<file path="src/rtl/arb_response_router.sv">
// In-order return path: records the arbiter's winner per issue and steers each response back to it as a one-hot valid.
// Response reaches out_vld one cycle after resp_vld; issue_rdy drops when Depth tags are outstanding.
module arb_response_router #(
  parameter int NumRequests = 8,
  parameter int Depth       = 8,
  parameter int DataWidth   = 64,
  localparam int IdW        = $clog2(NumRequests) + 1,
  localparam int PtrW       = $clog2(Depth),
  localparam int CntW       = $clog2(Depth) + 1
) (
  input  logic                   clk,
  input  logic                   rst,
  input  logic                   ce,
  input  logic                   issue_vld,
  input  logic [IdW-1:0]         issue_id,
  output logic                   issue_rdy,
  input  logic                   resp_vld,
  input  logic [DataWidth-1:0]   resp_data,
  input  logic                   resp_err,
  output logic [NumRequests-1:0] out_vld,
  output logic [DataWidth-1:0]   out_data,
  output logic                   out_err,
  output logic [IdW-1:0]         out_id,
  output logic [CntW-1:0]        count,
  output logic [1:0]             err_sticky
);

  logic [IdW-1:0]         tags [Depth];
  logic [PtrW-1:0]        wptr;
  logic [PtrW-1:0]        rptr;
  logic                   id_ok;
  logic                   push;
  logic                   pop;
  logic                   orphan;
  logic                   bad_id;
  logic [IdW-1:0]         head;
  logic [NumRequests-1:0] head_onehot;

  assign issue_rdy   = (count != CntW'(Depth));
  assign id_ok       = (issue_id < IdW'(NumRequests));
  assign push        = ce & issue_vld & issue_rdy & id_ok;
  assign bad_id      = ce & issue_vld & ~id_ok;
  assign pop         = ce & resp_vld & (count != '0);
  assign orphan      = ce & resp_vld & (count == '0);
  assign head        = tags[rptr];
  // Stored tags are always < NumRequests, so the shift yields exactly one bit.
  assign head_onehot = NumRequests'(1) << head;

  always_ff @(posedge clk) begin
    if (!rst && push) begin
      tags[wptr] <= issue_id;
    end
  end

  always_ff @(posedge clk) begin
    if (rst) begin
      wptr       <= '0;
      rptr       <= '0;
      count      <= '0;
      out_vld    <= '0;
      out_data   <= '0;
      out_err    <= 1'b0;
      out_id     <= '0;
      err_sticky <= '0;
    end else if (ce) begin
      if (push) begin
        wptr <= wptr + PtrW'(1);
      end
      if (pop) begin
        rptr     <= rptr + PtrW'(1);
        out_data <= resp_data;
        out_err  <= resp_err;
        out_id   <= head;
      end
      count      <= count + CntW'(push) - CntW'(pop);
      out_vld    <= pop ? head_onehot : '0;
      err_sticky <= err_sticky | {bad_id, orphan};
    end
  end

endmodule

</file>
<file path="config.mk">
export PLATFORM = sky130hd
export DESIGN_NAME = arb_response_router
export DESIGN_NICKNAME = d
export VERILOG_FILES = /design/src/rtl/arb_response_router.sv
export SDC_FILE = /design/constraint.sdc
export NUM_CORES = 1
export LEC_CHECK = 0
export ABC_AREA = 1
export BUFFER_PORTS_ARGS = -buffer_cell sky130_fd_sc_hd__buf_4
export CAP_MARGIN = 20
export CORE_UTILIZATION = 30
export DETAILED_ROUTE_END_ITERATION = 12
export PLACE_DENSITY = 0.61
export SLEW_MARGIN = 20
export SYNTH_ARGS = -nofsm -noshare
export SYNTH_HDL_FRONTEND = slang
export SYNTH_SLANG_ARGS = --single-unit
</file>
<file path="constraint.sdc">
create_clock -name clk -period 3.25 [get_ports clk]
set_input_delay 0.65 -clock clk [delete_from_list [all_inputs] [get_ports clk]]
set_output_delay 0.65 -clock clk [all_outputs]
set_load 0.01 [all_outputs]
</file>
---- After elaboration in Yosys (flattened, before gate mapping) ----
Memory sizes are Yosys's and may differ from the RTL's. A register that Yosys moved wholly into a read port is not among the register bits.
Index checks and enable logic that the tools add are counted.
storage, ports and cells
  register bits after elaboration ......... 89
  memory bits (writable) .................. 32
  bits of input ports ..................... 74
  output and inout port bits .............. 84
  logic and storage cells ................. 36
  memories ................................ 1
memories
  name  depth  bits a word  rd ports  clocked after memory_dff  write ports  RTL line  text
  tags  8      4            1         1                         1            28        logic [IdW-1:0] tags [Depth];
operators by class
  add/sub/neg operators ................... 4
  $lt $le $gt $ge ......................... 1
  equality and inequality tests ........... 1
  shift-type cells ........................ 1
  mux-type cells .......................... 5
  bitwise logic cells ..................... 9
  reductions and logical operators ........ 6
operators by type and width
  kind                                                                number
  8-bit 2-to-1 mux                                                    1
  1-bit by 4-bit left shift with 8-bit output (first input constant)  1
  1-bit AND                                                           7
  3-bit by 1-bit adder with 3-bit output (second input constant)      2
  3-bit 2-to-1 mux                                                    2
  4-bit by 1-bit adder with 4-bit output                              1
  4-bit zero test                                                     1
  4-bit less-than comparator (second input constant)                  1
  4-bit != test (second input constant)                               1
  2-bit AND reduction                                                 2
  4-bit nonzero test                                                  1
  4-bit by 1-bit subtractor with 4-bit output                         1
  1-bit 2-to-1 mux                                                    2
  2-bit bitwise OR                                                    1
  1-bit logical AND                                                   1
  1-bit zero test                                                     1
  1-bit NOT                                                           1

---- Logic depth before layout (Yosys ltp) ----
  depth after elaboration ................. 6
  depth in mapped cells ................... 15
  mapped depth without buffers ............ 14

---- Worst setup path before layout ----
OpenSTA, ideal clock, no wires.
  path type ............................... register to register
  start ................................... register count[2]
  end ..................................... register count[2]
  setup time .............................. 115 ps
  data arrival time ....................... 2242 ps
  required time ........................... 3135 ps
  path slack .............................. 893 ps
  cell stages (with the launch flop) ...... 15
  path buffers ............................ 1
  clock period less this slack ............ 2357 ps
  cell sequence ........................... dfxtp_1 inv_1 ha_1 nand3_1 nand3_2 inv_2 buf_2 ha_1 inv_1 ha_1 inv_1 fa_1 xnor2_1 o21ai_0 inv_1
between the ends
  longest elaborated chain between the ends .. 5
  elaborated cells on any way between the ends .. 7
  classes of those cells .................. add/sub: 2; eq/ne: 1; bitwise: 3; reduce/logical: 1
ends and longest elaborated chain
  element                                          RTL line  text
  start, declared                                  24        output logic [CntW-1:0] count,
  start signal, assigned                           75        count <= count + CntW'(push) - CntW'(pop);
  4-bit != test                                    39        assign issue_rdy = (count != CntW'(Depth));
  1-bit AND (2 in series)                          41        assign push = ce & issue_vld & issue_rdy & id_ok;
  4-bit by 1-bit adder with 4-bit output           75
  4-bit by 1-bit subtractor with 4-bit output (*)  75
Mark *: on every way between the ends. The rest lies on a longest branch, timed or not.
A chain may end at the register's enable or synchronous reset.

---- Final worst setup path ----
Same ends and word-level chain as after synthesis.

==> summary.txt <==
STA
  • Final setup vio count: 0
  • Worst Skew: 7.727 ps
  • Worst-Margin Slew: 811.0 ps
  • Max Clk Rate: 439.8 MHz
  • Max transition margin: 45.93%
  • Hold Vio Cnt, Final: 0
  • Final max-slew violation count: 0
  • Worst hold slack: 432.3 ps
  • Setup_tns: 0 ps
  • RSZ-0062 raised after global routing: false
  • Min Tclk post-route: 2274 ps
  • Crit share post-route: 69.96%

Routing
  • Detail Route Antenna Nets: 0
  • Vias per Instance: 4.311
  • Met2 WL: 5625 microns
  • Wirelength per Cell: 12.58 microns
  • Highest metal used: met4
  • Vias: 4108
  • DR DRC count: 0
  • DRT met1 WL: 5397 microns
  • First drt pass iteration count: 4
  • Routed WL: 11990 microns
  • Drt initial violations: 181
  • Met3 wire length: 817 microns

Critical path
  • Critical Path AT: 2570 ps
  • Reg2reg path depth: 12
  • Critical path endpoint category: flip-flop
  • CP Max Fanout: 8
  • R2r endpoint: count[2]
  • Required time of the critical path: 3540 ps
  • Reg2reg start: count[2]
  • R2R Setup Slk: 980 ps
  • Crit Path Category: flip-flop to flip-flop
  • Worst Setup Start Kind: flip-flop

Synthesis
  • Area leader, netlist: dfxtp_1
  • Syn_area_per_cell: 8.615 sq um
  • Net Count, Synth: 657
  • Ranking of synthesized cells by area: dfxtp_1 37%, edfxtp_1 19%, nor2_1 11%
  • Yosys Warn Count: 0
  • Commonest cells in the netlist: 145 x nor2_1, 92 x dfxtp_1, 78 x o21ai_0
  • Most used DFF post-synth: dfxtp_1
  • Most frequent cell after synthesis: nor2_1
  • Synth cell types: 32
  • Synth Cell Area: 4945 sq um
  • Flops & latches, synth: 124
  • Synth top area share: 37.25%
  • Number of enable flip-flop cells after synthesis: 32
  • Part of the Yosys area used for sequential elements: 56.68%
  • Cells after synthesis: 574
  • Ys async rst share: 0%

Worst hold path
  • Hold path cells: 1
  • Hold_sp: rptr[2]
  • Min-delay worst type: flip-flop to flip-flop

Floorplanning
  • Core Area: 16000 sq um
  • Rows: 46
  • Die W: 130.4 microns
  • # IOs: 158
  • Initial Utilization: 30.90%
  • Die height: 130.4 microns
  • Die area: 17000 sq um

CTS
  • Cts bufs inserted: 17
  • Number of clock sinks: 124
  • Clock Pin Slew Worst Setup and Hold Paths: 50 ps
  • CTS root buf: clkbuf_16
  • Clock Latency Late Sink: 400 ps
  • Hold_buf cts: 0
  • CTS Buffer Depth: 2
  • CTS H-Tree Depth: 4
  • CTS-repair resized insts: 0
  • Post-CTS setup buffer count: 0
  • CTS tree: yes

Cells and area
  • Fillers: 1694
  • Ant diodes: 0
  • Register area: 2803 sq um
  • Fin cells: 953
  • Layout cells sized above 1: 29.72%
  • Post-Layout Inst Area: 6800 sq um
  • Synth-to-layout area growth: 37.53%
  • Multi-input gate area: 1763 sq um
  • NumNets Final: 807
  • Layout Utilization: 42.50%

Power
  • VDD IR max: 0.0003261 V
  • Pleak: 3.000 nW
  • Pwr/cell area: 594.7 nW/um^2

Place
  • Number of port buffers: 157
  • Placed cell area: 6256 sq um
  • Placed Cells: 921
  • HPWL Detailed: 8268 microns
  • Placer Congestion: 0.7361

Run status
  • Status: finished clean

Global route
  • Largest net degree at the start of global routing: 77
  • Gr usage total: 14.50%
  • Initial antenna violation count: 0
  • First-pass GRT wire length: 18690 microns
  • Total grt overflow: 0
  • Vias in the first global route: 3685

Run
  • Maxcap violations: 0
per-layer routing:
metal	global-route usage (%)	up-vias
li1	-	2143
met1	18.09	1841
met2	22.43	112
met3	6.067	12
met4	5.274	0
met5	0	-
worst max-delay path by stage:
stage / startpoint / to / slack, ps / cells past startpoint
after floorplan: count[2] / count[2] / 890 / 14
after global placement: issue_id[3] / count[2] / 800 / 11
after detailed placement: issue_id[3] / count[2] / 800 / 11
after CTS: count[2] / count[2] / 950 / 12
after global routing: count[2] / count[2] / 760 / 12
final: count[2] / count[2] / 980 / 12
kinds of logic after synthesis:
kind of cell	Yosys count	share of synthesized area (%)
fa+ha+maj	9	2.429
buf+inv	82	7.667
compound gates	101	10.63
flops	124	56.68
xor+xnor	2	0.3543
simple gates	256	22.24
power breakdown:
part	internal [mW]	switching, mW
sequential	1.68	0.0630
clock	1.08	0.635
combinational	0.276	0.314
registers in the layout, summed over array words and instances, names as in the netlist, named ones only:
signal	count
count	4
err_sticky	2
out_data	64
out_err	1
out_id	4
out_vld	8
rptr	3
tags	32
wptr	3
final cells by class:
cell class                      count  area share (%)
Sequential cell                   124           41.21
Multi-Input combinational cell    368           25.92
Timing Repair Buffer              160           17.85
Clock buffer                       26           7.507
Tap cell                          216           3.974
Inverter                           53           3.036
Clock inverter                      6          0.4968
metrics by stage:
| stage | power, mW | setup slack [ps] |
|---|---|---|
| final | 4.044 | 976.4 |
| after floorplan | 2.102 | 892.8 |
| after CTS | 4.095 | 951.7 |
| after detailed placement | 2.373 | 803.1 |
| after global placement | 2.367 | 803.7 |
| after global routing | 4.253 | 757.7 |
critical path: stages, from the launching register on:
cell	delay, ps
dfxtp_1	330
inv_1	80
ha_1	200
nand3_1	110
nand4_2	190
ha_1	330
inv_1	50
ha_1	130
inv_1	60
fa_1	370
xnor2_1	130
o21ai_0	130
inv_1	50
cell usage in the layout, fill, tap and decap left out, types with 2 or more instances in the layout:
master | synthesis | final
a21oi_1 | 17 | 17
a21oi_2 | 4 | 4
buf_4 | 3 | 159
clkbuf_1 | 15 | 5
clkbuf_16 | 0 | 18
clkbuf_8 | 0 | 3
clkinv_2 | 0 | 4
dfxtp_1 | 92 | 92
edfxtp_1 | 32 | 32
ha_1 | 8 | 8
inv_1 | 50 | 49
inv_2 | 2 | 3
nand2_1 | 57 | 57
nand2_2 | 10 | 10
nand3_1 | 25 | 25
nand3_2 | 5 | 5
nor2_1 | 145 | 145
nor2_2 | 4 | 4
nor2_4 | 2 | 2
nor3_1 | 5 | 5
o21ai_0 | 78 | 78
No activity file was read; power rests on OpenSTA's default activity.
